$ cat src/rtl/uP_io_pkg.sv
// uP_io_pkg: shared defaults and types for the pushbutton input stage.
package uP_io_pkg;
  localparam int NBTN_DEF = 4;
  localparam int DEBOUNCE_CYC_DEF = 4;
  typedef logic [NBTN_DEF-1:0] btn_vec_t;
endpackage

$ cat src/rtl/btn_debounce.sv
// btn_debounce: one-bit 2-FF synchronizer, counter debouncer and stable-rise pulse.
module btn_debounce
  import uP_io_pkg::*;
#(
  parameter int D = DEBOUNCE_CYC_DEF
) (
  input  logic clk,
  input  logic reset,
  input  logic raw_i,
  output logic level_o,
  output logic rise_o
);
  localparam int CNT_W = $clog2(D);
  localparam logic [CNT_W-1:0] CNT_MAX = CNT_W'(D - 1);
  logic s1_q, s2_q, stable_q, stable_d, done;
  logic [CNT_W-1:0] cnt_q, cnt_d;
  // any sample matching the stable level restarts the count
  always_comb begin
    done     = (s2_q != stable_q) && (cnt_q == CNT_MAX);
    cnt_d    = (s2_q == stable_q || done) ? '0 : cnt_q + CNT_W'(1);
    stable_d = done ? s2_q : stable_q;
  end
  always_ff @(posedge clk) begin
    if (!reset) begin
      s1_q     <= 1'b0;
      s2_q     <= 1'b0;
      stable_q <= 1'b0;
      cnt_q    <= '0;
    end else begin
      s1_q     <= raw_i;
      s2_q     <= s1_q;
      stable_q <= stable_d;
      cnt_q    <= cnt_d;
    end
  end
  assign level_o = stable_q;
  assign rise_o  = done & s2_q;
endmodule

$ cat src/rtl/pushbutton_input_stage.sv
// pushbutton_input_stage: debounced buttons plus sticky press flags feeding the uP IN nibble.
module pushbutton_input_stage
  import uP_io_pkg::*;
#(
  parameter int NBTN = NBTN_DEF,
  parameter int DEBOUNCE_CYC = DEBOUNCE_CYC_DEF
) (
  input  logic            clk,
  input  logic            reset,
  input  logic [NBTN-1:0] btn_raw,
  input  logic            latch_mode,
  input  logic            rd_strobe,
  output logic [NBTN-1:0] in_data,
  output logic [NBTN-1:0] btn_level,
  output logic            event_pending
);
  logic [NBTN-1:0] level, rise, flag_q, flag_d;
  for (genvar i = 0; i < NBTN; i++) begin : g_btn
    btn_debounce #(.D(DEBOUNCE_CYC)) u_db (
      .clk    (clk),
      .reset  (reset),
      .raw_i  (btn_raw[i]),
      .level_o(level[i]),
      .rise_o (rise[i])
    );
  end
  // a new press on the same edge as a read survives the clear
  assign flag_d = (flag_q & ~{NBTN{rd_strobe}}) | rise;
  always_ff @(posedge clk) begin
    if (!reset) flag_q <= '0;
    else flag_q <= flag_d;
  end
  assign btn_level     = level;
  assign in_data       = latch_mode ? flag_q : level;
  assign event_pending = |flag_q;
endmodule
$ cat config.mk
export PLATFORM = sky130hd
export DESIGN_NAME = pushbutton_input_stage
export DESIGN_NICKNAME = d
export VERILOG_FILES = /design/src/rtl/uP_io_pkg.sv /design/src/rtl/btn_debounce.sv /design/src/rtl/pushbutton_input_stage.sv
export SDC_FILE = /design/constraint.sdc
export NUM_CORES = 1
export LEC_CHECK = 0
export ABC_CLOCK_PERIOD_IN_PS = 1400
export CAP_MARGIN = 10
export CORE_ASPECT_RATIO = 1.1
export CORE_MARGIN = 2
export CORE_UTILIZATION = 25
export CTS_CLUSTER_DIAMETER = 60
export CTS_CLUSTER_SIZE = 28
export DETAILED_ROUTE_END_ITERATION = 8
export SLEW_MARGIN = 20
export SYNTH_ARGS = -nofsm -noshare
export SYNTH_HDL_FRONTEND = slang
export SYNTH_SLANG_ARGS = --single-unit
$ cat constraint.sdc
create_clock -name clk -period 1.4 [get_ports clk]
set_clock_uncertainty 0.1 [all_clocks]
set_input_delay 0.28 -clock clk [delete_from_list [all_inputs] [get_ports clk]]
set_output_delay 0.28 -clock clk [all_outputs]
set_load 0.02 [all_outputs]
# Word-level counts from Yosys, hierarchy flattened
# Index checks and enable logic that the tools add are counted.
[classes]
muxes = 1
bitwise = 8
multipliers = 0
n_shift = 0
eq_ne = 12
n_addsub = 4
div = 0
n_reduce_logical = 13
n_lt_le_gt_ge = 0
[op_table]
columns = ["cell", "n"]
rows = [
  ["adder 2 x 1 -> 2 bit, second input constant", 4],
  ["equality test 2 bit, second input constant", 4],
  ["OR reduction 2 bit", 4],
  ["bitwise AND 1 bit", 4],
  ["bitwise AND 4 bit", 1],
  ["equality test 1 bit", 4],
  ["logical AND 1 bit", 4],
  ["logical OR 1 bit", 4],
  ["2-to-1 mux 4 bit", 1],
  ["!= test 1 bit", 4],
  ["inverter 4 bit", 1],
  ["bitwise OR 4 bit", 1],
  ["OR reduction 4 bit", 1],
  ["inverter 1 bit", 1],
]
[word_totals]
register_bits = 24
latch_bits = 0
output_inout_bits = 9
rom_bits = 0
mem_bits_rw = 0
inputBits = 8
mem_count = 0

# Logic depth before layout (Yosys ltp)
# Gate-level depths: netlist of the first run.
[depth]
depth_word = 4
mapped_depth = 3

# Cells and area by module
# Synthesis of the first run repeated with hierarchy kept, for this count alone.
[hier_totals]
cells_unflattened = 81
area_unflattened_um2 = 903.4
[by_module_without_submodules]
columns = ["mod", "n_inst", "area_per_inst_um2", "cells_each"]
rows = [
  ["btn_debounce", 4, 178.9, 16],
  ["pushbutton_input_stage", 1, 187.7, 17],
]

# Least setup slack after synthesis of the first run
# Ideal clock, no wire load.
[synth_path]
path_type = "reg2out"
startpoint = "reg flag_q[3]"
endpoint = "out event_pending"
t_arrival_ps = 924
path_stages_with_launch = 2
required_ps = 1020
slack_ps = 96
path_cell_list = "dfxtp_1 -> or4_1"
[synth_via]
elab_chain_len = 1
[synth_rtl]
columns = ["item", "line_no", "source"]
rows = [
  ["from (decl)", "pushbutton_input_stage.sv:17", "logic [NBTN-1:0] level, rise, flag_q, flag_d;"],
  ["from (signal assigned)", "pushbutton_input_stage.sv:31", "else flag_q <= flag_d;"],
  ["OR reduction 4 bit", "pushbutton_input_stage.sv:35", "assign event_pending = |flag_q;"],
  ["to (decl)", "pushbutton_input_stage.sv:15", "output logic event_pending"],
]
# No other way between the ends.

# Worst setup path after layout of the first run
[layout_path]
startpoint = "reg flag_q[1]"
endpoint = "out event_pending"
# The elaborated chain is that of the path after synthesis.

==> run summary, run 1 <==
status - finished, violations left
failing checks - negative setup slack
number of global-route vias before repair - 569
IO buf count - 16
Finished Layout Cells - 151
post-synthesis sequential area ratio - 0.508
Final WS setup - -229 ps
Crit path max-delay family - simple AND/OR/NAND/NOR gates
Post-Syn Area - 946 sq um
# nets final - 115
antenna diode count - 0
slowest CP cell - or4_4
Seq pwr share - 0.610
Final Instance Area - 1260 sq um
Leak - 0.516 nW
CP max FO - 2
clk_lat worst skew - 260 ps
P_sw - 0.226 mW
Area Growth Syn to Fin - 32.9%
ANT nets after route - 0
H-tree levels - 1
total track usage - 0.0779
Die Wd - 62.7 um
setup TNS - -409 ps
cell count after synthesis - 80
Pins Over Slew Limit - 0
Sink Count - 24
Fillers - 392
Tmin final - 1630 ps
CTS tree - yes
DR vias - 638
Placed Cells - 147
Max-Slew Margin vs Limit - 0.817
FP Rows - 23
Clock Power Share - 0.337
largest net degree at the start of global routing - 29
PwrDens - 917 nW/um^2
P_int - 0.927 mW
Initial Utilization - 0.261
VDD IR max - 266 uV
HP Class - reg -> reg
Via density - 4.23
worst path cell trace - or4_4, buf_6
Root Buffer - clkbuf_8
dpl cell area - 1190 sq um
Avg Inst Size Synth - 11.8 sq um
Buf+Inv Stages, Crit Path - 1
grt ovf - 0
CP peak stage delay - 520 ps
DR WL/cell - 10.3 um
CP Data Required Time - 1020 ps
DRC Markers - 0
Synth area leaders - dfxtp_1, and2_1, ha_1
Die Y - 68.5 um
Yosys reg bits - 24
crit share post-route - 1.16
Gate power share - 0.053
I/O pin count - 17
Worst Setup Path Type - reg -> out
Final Hold Vio Count - 0
Max Clk Rate - 614 MHz
Hold WS - 329 ps
RSZ-0062 raised after global routing - yes
Startpoint Class - flip-flop
DR iter-0 viols - 25
layout cells sized above 1 - 0.337
Synth top area share - 0.508
total chip power - 1.15 mW
Hold-fix buffers, CTS - 0
Worst-Margin Slew - 273 ps
first-pass GRT wire length - 2.46 mm
core box area - 3630 sq um
# setup viols final - 2
setup slack at placement - -742 ps
Detailed Routing Iterations Pass 1 - 2
total die area - 4290 sq um
clock tree buffer depth - 2
TritonCTS Buffers - 3
Core Util, Final - 0.347
Max-Cap Viols - 0
Yosys cell types - 17
net count after synthesis - 92
synth warn - 0
critical path endpoint category - primary output
Worst Path Arrival - 1250 ps
DP Wirelength - 1.07 mm
antenna violations before repair - 0
Worst-path clk slew - 80 ps
area leader, netlist - dfxtp_1
Net Sw Frac - 0.196
RD Place Congestion - 0.682
final wirelength - 1.55 mm
## layer usage
metal / vias to the layer above / wire (um) / global-route usage
met1: 300 / 670 / 0.0851
met4: 0 / 54 / 0.0750
met5: - / 0 / 0
li1: 322 / - / -
met3: 4 / 71 / 0.0276
met2: 12 / 757 / 0.120
## final timing paths
path / from / to / slack [ps] / cells after the start
worst max-delay path: flag_q[1] / event_pending / -230 / 2
worst max register to register: g_btn[0].u_db.level_o / g_btn[0].u_db.cnt_q[1] / 190 / 4
worst min register to register: g_btn[0].u_db.cnt_q[0] / g_btn[0].u_db.cnt_q[0] / 330 / 1
worst min-delay path: g_btn[0].u_db.cnt_q[0] / g_btn[0].u_db.cnt_q[0] / 330 / 1
## logic make-up after synthesis
family,count (synthesis),synth area share
xor+xnor,4,0.0370
fa+ha+maj,4,0.0529
buf+inv,6,0.0423
flops,24,0.508
mux,8,0.0899
simple gates,34,0.270
## registers in the layout, summed over array words and instances (netlist names)
signal / cells
g_btn.u_db.s2_q: 4
g_btn.u_db.cnt_q: 8
g_btn.u_db.level_o: 4
g_btn.u_db.s1_q: 4
flag_q: 4
## cell usage after synthesis
cell type	count
dfxtp_1	24
and4bb_2	3
or4_1	1
mux2_2	4
buf_4	4
nor4b_2	1
nor4b_1	3
nand3b_1	4
nand2_1	5
nand4b_1	4
xnor2_1	4
buf_2	2
nor3_2	1
and2_1	8
nor2b_1	4
ha_1	4
mux2i_1	4
## cell usage in the layout, fill, tap and decap left out
cell type,instances
clkbuf_8,3
clkbuf_2,1
xnor2_1,4
clkdlybuf4s15_2,1
ha_1,4
nand3b_1,4
nor3_2,1
buf_2,2
and2_1,8
nor4b_1,3
clkdlybuf4s50_1,6
nor4b_2,1
buf_6,6
buf_12,1
nor2b_1,4
buf_4,6
and4bb_2,3
mux2i_1,4
dfxtp_2,4
nand4b_1,4
or4_4,1
mux2_2,1
nand2_1,5
dfxtp_1,20
dlygate4sd2_1,1
mux2_4,3
## power groups by stage
stage | combinational (mW) | sequential [mW] | clock [mW]
after floorplan | 0.0284 | 0.718 | 0
after global placement | 0.0606 | 0.719 | 0
after detailed placement | 0.0617 | 0.720 | 0
after CTS | 0.0619 | 0.703 | 0.408
after global routing | 0.0660 | 0.705 | 0.433
final | 0.0610 | 0.703 | 0.389
## timing repair
action | 4_1_cts | 5_1_grt
setup endpoints to repair | 9 | 7
gates resized for setup | 39 | 15
pin swaps | 1 | 0
buffers inserted | 0 | 1
## layout make-up
class                   count  area [sq um]  share of cell area
clock buffers               3          41.3              0.0328
multi-input cells          50           440               0.350
flip-flops and latches     24           485               0.386
well taps                  50          62.6              0.0498
repair buffers             24           228               0.181
Power figures use the tool's default switching activity.
==> run 2, diff against run 1 <==
CORE_MARGIN = 3   (was 2)
==> run summary, run 2 (same netlist as run 1, synthesis figures left out) <==
Max-Slew Margin vs Limit - 0.821 (+0.00382)
first-pass GRT wire length - 2.81 mm (+14%)
Pins Over Slew Limit - 0 (unchanged)
IO buf count - 16 (unchanged)
grt ovf - 0 (unchanged)
VDD IR max - 244 uV (-8.2%)
status - finished, violations left
DP Wirelength - 1.10 mm (+2.2%)
worst r2r src - g_btn[3].u_db.level_o
DR vias - 630 (-1.3%)
HP Class - reg -> reg
FP Rows - 22 (-4.3%)
# setup viols final - 5 (+3)
Root Buffer - clkbuf_4
Via density - 4.17 (-1.3%)
crit path to - event_pending
Worst-Margin Slew - 267 ps (-5.69 ps)
Largest Register - g_btn.u_db.cnt_q
ANT nets after route - 0 (unchanged)
total track usage - 0.0790 (+0.00115)
largest net degree at the start of global routing - 29 (unchanged)
r2r endpoint - g_btn[3].u_db.cnt_q[1]
Core Util, Final - 0.360 (+0.0129)
Worst Setup Path Type - reg -> out
Leak - 0.523 nW (+1.3%)
Die Wd - 64.7 um (+3.2%)
CP Data Required Time - 1020 ps (about the same)
worst path cell trace - or4_4, buf_6
CP max FO - 3 (+1)
RSZ-0062 raised after global routing - yes
clk_lat worst skew - 310 ps (+50 ps)
# nets final - 116 (+0.87%)
TritonCTS Buffers - 3 (unchanged)
DRC Markers - 0 (unchanged)
CTS tree - yes
leading cell types in the layout, fill and taps excluded - dfxtp_1, and2_1, buf_6
final wirelength - 1.56 mm (+0.19%)
Worst Setup SP - flag_q[3]
Final WS setup - -298 ps (-68.3 ps)
R2R setup slack - 180 ps (about the same)
DR iter-0 viols - 24 (-4.0%)
RD Place Congestion - 0.686 (+0.62%)
Worst-path clk slew - 130 ps (+50 ps)
H-tree levels - 1 (unchanged)
Max Clk Rate - 589 MHz (-4.0%)
Startpoint Class - flip-flop
I/O pin count - 17 (unchanged)
number of global-route vias before repair - 676 (+19%)
commonest non-fill, non-tap cell in the layout - dfxtp_1
slowest CP cell - or4_4
Sink Count - 24 (unchanged)
Detailed Routing Iterations Pass 1 - 2 (unchanged)
core box area - 3500 sq um (-3.6%)
crit share post-route - 1.21 (+0.0488)
critical path endpoint category - primary output
Max-Cap Viols - 0 (unchanged)
Die Y - 70.5 um (+2.9%)
Tmin final - 1700 ps (+68.3 ps)
CP peak stage delay - 520 ps (about the same)
Fillers - 373 (-4.8%)
failing checks - negative setup slack
antenna diode count - 0 (unchanged)
Worst Path Arrival - 1320 ps (+70 ps)
worst reg2reg path depth - 4 (unchanged)
Final Hold Vio Count - 0 (unchanged)
Hold-fix buffers, CTS - 0 (unchanged)
Initial Utilization - 0.271 (+0.00971)
total die area - 4560 sq um (+6.2%)
max reg flops - 8 (unchanged)
layout cells sized above 1 - 0.359 (+0.0226)
PwrDens - 892 nW/um^2 (-2.7%)
clock tree buffer depth - 2 (unchanged)
antenna violations before repair - 0 (unchanged)
Hold WS - 343 ps (+14.1 ps)
Area Growth Syn to Fin - 32.9% (unchanged)
DR WL/cell - 10.3 um (+0.19%)
## run 2: area by class of cell
class | count | area [sq um] | share of cell area
Clock buffer | 4 | 36.3 | 0.0289
Timing Repair Buffer | 25 | 235 | 0.187
Sequential cell | 24 | 485 | 0.386
Tap cell | 48 | 60.1 | 0.0478
Multi-Input combinational cell | 50 | 440 | 0.350
## run 2: per-stage QoR
step                      cell area (sq um)  cells  setup WS [ps]  power [mW]  setup TNS [ps]
after floorplan                         946     80           96.4       0.746               0
after global placement                 1200    146           -753       0.779           -3320
after detailed placement               1200    146           -754       0.782           -3390
after CTS                              1220    150           -317        1.15            -781
after global routing                   1260    151           -345        1.18            -971
final                                  1260    151           -298        1.12            -739
## run 2: worst min path at each step
stage,depth (start not counted),slack [ps],to,start
floorplan,1,310,g_btn[0].u_db.cnt_q[0],g_btn[0].u_db.cnt_q[0]
global placement,1,310,g_btn[3].u_db.cnt_q[0],g_btn[3].u_db.cnt_q[0]
detailed placement,1,320,g_btn[1].u_db.s2_q,g_btn[1].u_db.s1_q
CTS,1,350,g_btn[2].u_db.cnt_q[0],g_btn[2].u_db.cnt_q[0]
global route,1,370,g_btn[1].u_db.s2_q,g_btn[1].u_db.s1_q
finish,1,340,g_btn[2].u_db.cnt_q[0],g_btn[2].u_db.cnt_q[0]
## run 2: repair_timing
action | 4_1_cts | 5_1_grt
gates resized for setup | 51 | 8
gates cloned | 0 | 0
buffers inserted | 0 | 1
setup endpoints to repair | 9 | 5
## run 2: routing by layer
metal	routed length, um	global-route usage
met3	88	0.0177
met5	0	0
met4	40	0.0563
met2	663	0.123
met1	766	0.0955
## run 2: critical path: cells and delay by family (launching register included)
family,cells,cell delay [ps]
buffers and inverters,1,150
flip-flops,1,340
AND/OR/NAND/NOR,1,520
## run 2: where the power goes
group | internal [mW] | switching, mW | total, mW
clock network | 0.159 | 0.197 | 0.356
registers | 0.697 | 0.00709 | 0.704
logic | 0.0398 | 0.0220 | 0.0618
total | 0.896 | 0.226 | 1.12
==> run 3, diff against run 2 <==
CORE_UTILIZATION = 49   (was 25)
PLACE_DENSITY = 0.75   (was not set)
==> run summary, run 3 (same netlist as run 1, synthesis figures left out) <==
status - finished, violations left
failing checks - negative setup slack
Area Growth Syn to Fin - 29.2%
first-pass GRT wire length - 2.59 mm (-7.6%)
CP peak stage delay - 500 ps (-20 ps)
worst r2r src - g_btn[1].u_db.cnt_q[0]
Worst-path clk slew - 130 ps (about the same)
Worst-Margin Slew - 279 ps (+11.6 ps)
HP Class - reg -> reg
Max-Cap Viols - 0 (unchanged)
critical path endpoint category - primary output
Root Buffer - clkbuf_4
total chip power - 1.12 mW (-0.19%)
Final Hold Vio Count - 0 (unchanged)
FP Rows - 16 (-27%)
clk_lat worst skew - 310 ps (about the same)
number of global-route vias before repair - 630 (-6.8%)
DRC Markers - 0 (unchanged)
layout cells sized above 1 - 0.356 (-0.00345)
total die area - 2490 sq um (-45%)
max reg flops - 8 (unchanged)
CTS tree - yes
Pins Over Slew Limit - 0 (unchanged)
final wirelength - 1.62 mm (+3.7%)
H-tree levels - 1 (unchanged)
DP Wirelength - 1.10 mm (+0.53%)
Max Clk Rate - 595 MHz (+1.0%)
register area - 485 sq um (unchanged)
Leak - 0.529 nW (+1.2%)
DR vias - 648 (+2.9%)
# setup viols final - 5 (unchanged)
slowest CP cell - or4_4
Fillers - 135 (-64%)
DR WL/cell - 13.2 um (+28%)
IO buf count - 16 (unchanged)
hold_sp - g_btn[0].u_db.cnt_q[0]
RD Place Congestion - 0.699 (+1.8%)
Via density - 5.31 (+27%)
Final WS setup - -280 ps (+17.5 ps)
Hold-fix buffers, CTS - 0 (unchanged)
Worst Setup Path Type - reg -> out
total track usage - 0.149 (+0.0704)
Placed Cells - 117 (-20%)
RSZ-0062 raised after global routing - yes
Die Wd - 47.9 um (-26%)
CP Data Required Time - 1020 ps (about the same)
I/O pin count - 17 (unchanged)
antenna diode count - 0 (unchanged)
Tmin final - 1680 ps (-17.5 ps)
Sink Count - 24 (unchanged)
Max-Slew Margin vs Limit - 0.813 (-0.00775)
Crit path max-delay family - simple AND/OR/NAND/NOR gates
Startpoint Class - flip-flop
TritonCTS Buffers - 3 (unchanged)
VDD IR max - 809 uV (+230%)
Hold WS - 338 ps (-5.26 ps)
Worst Setup SP - flag_q[0]
PwrDens - 916 nW/um^2 (+2.7%)
commonest non-fill, non-tap cell in the layout - dfxtp_1
ANT nets after route - 0 (unchanged)
Detailed Routing Iterations Pass 1 - 3 (+1)
# nets final - 117 (+0.86%)
Buf+Inv Stages, Crit Path - 1 (unchanged)
Largest Register - g_btn.u_db.cnt_q
worst path cell trace - or4_4, buf_6
DR iter-0 viols - 1 (-96%)
Die Y - 52.1 um (-26%)
leading cell types in the layout, fill and taps excluded - dfxtp_1, and2_1, buf_6
crit share post-route - 1.20 (-0.0125)
antenna violations before repair - 0 (unchanged)
clock tree buffer depth - 2 (unchanged)
core box area - 1800 sq um (-48%)
CP max FO - 2 (-1)
Worst Path Arrival - 1300 ps (-20 ps)
Finished Layout Cells - 122 (-19%)
largest net degree at the start of global routing - 29 (unchanged)
area occupied by multi-input gates - 440 sq um (unchanged)
Initial Utilization - 0.525 (+0.254)
grt ovf - 0 (unchanged)
==> run 3: cell types whose count changed in the layout (fill, tap and decap cells not counted), sizes merged <==
cell           change
buf                +1
clkdlybuf4s15      -1
dlygate4sd2        +1
==> run 3: path summary, 6_finish.rpt <==
path	end	slack (ps)	cells past startpoint
worst max-delay path	event_pending	-280	2
worst min-delay path	g_btn[0].u_db.cnt_q[0]	340	1
worst min register to register	g_btn[0].u_db.cnt_q[0]	340	1
worst max register to register	g_btn[1].u_db.level_o	280	3
==> run 3: final cells by class <==
| cell class | count | area share |
|---|---|---|
| Sequential cell | 24 | 0.397 |
| Multi-Input combinational cell | 50 | 0.360 |
| Timing Repair Buffer | 26 | 0.194 |
| Clock buffer | 4 | 0.0297 |
| Tap cell | 18 | 0.0184 |
==> run 3: metal layers <==
| layer | part of all wire | vias to the layer above | GRT usage |
|---|---|---|---|
| li1 | - | 327 | - |
| met1 | 0.45 | 301 | 0.178 |
| met2 | 0.47 | 14 | 0.240 |
| met3 | 0.043 | 6 | 0.0208 |
| met4 | 0.030 | 0 | 0.0942 |
| met5 | 0 | - | 0 |
==> run 3: what timing repair did <==
action,4_1_cts,5_1_grt
pin swaps,0,0
setup buffers,1,1
gates cloned,0,0
resized for setup,50,7
setup endpoints to repair,9,6
==> run 3: power by group <==
part	switching, mW	internal (mW)
sequential	0.00723	0.697
clock	0.195	0.159
combinational	0.0220	0.0393
total	0.225	0.895
==> run 3: per-stage QoR <==
step / TNS, ps / utilization / area [sq um] / setup slack [ps]
2_1_floorplan: 0 / - / 946 / 96.4
3_3_place_gp: -3310 / 0.649 / 1170 / -753
3_5_place_dp: -3330 / 0.649 / 1170 / -736
4_1_cts: -1050 / 0.669 / 1210 / -306
5_1_grt: -1210 / 0.678 / 1220 / -342
6_report: -963 / 0.678 / 1220 / -280
==> run 3: worst register-to-register path, cell delays in order (launching register included) <==
cell	delay (ps)
dfxtp_1	380
ha_1	290
mux2i_1	210
nor2b_1	60
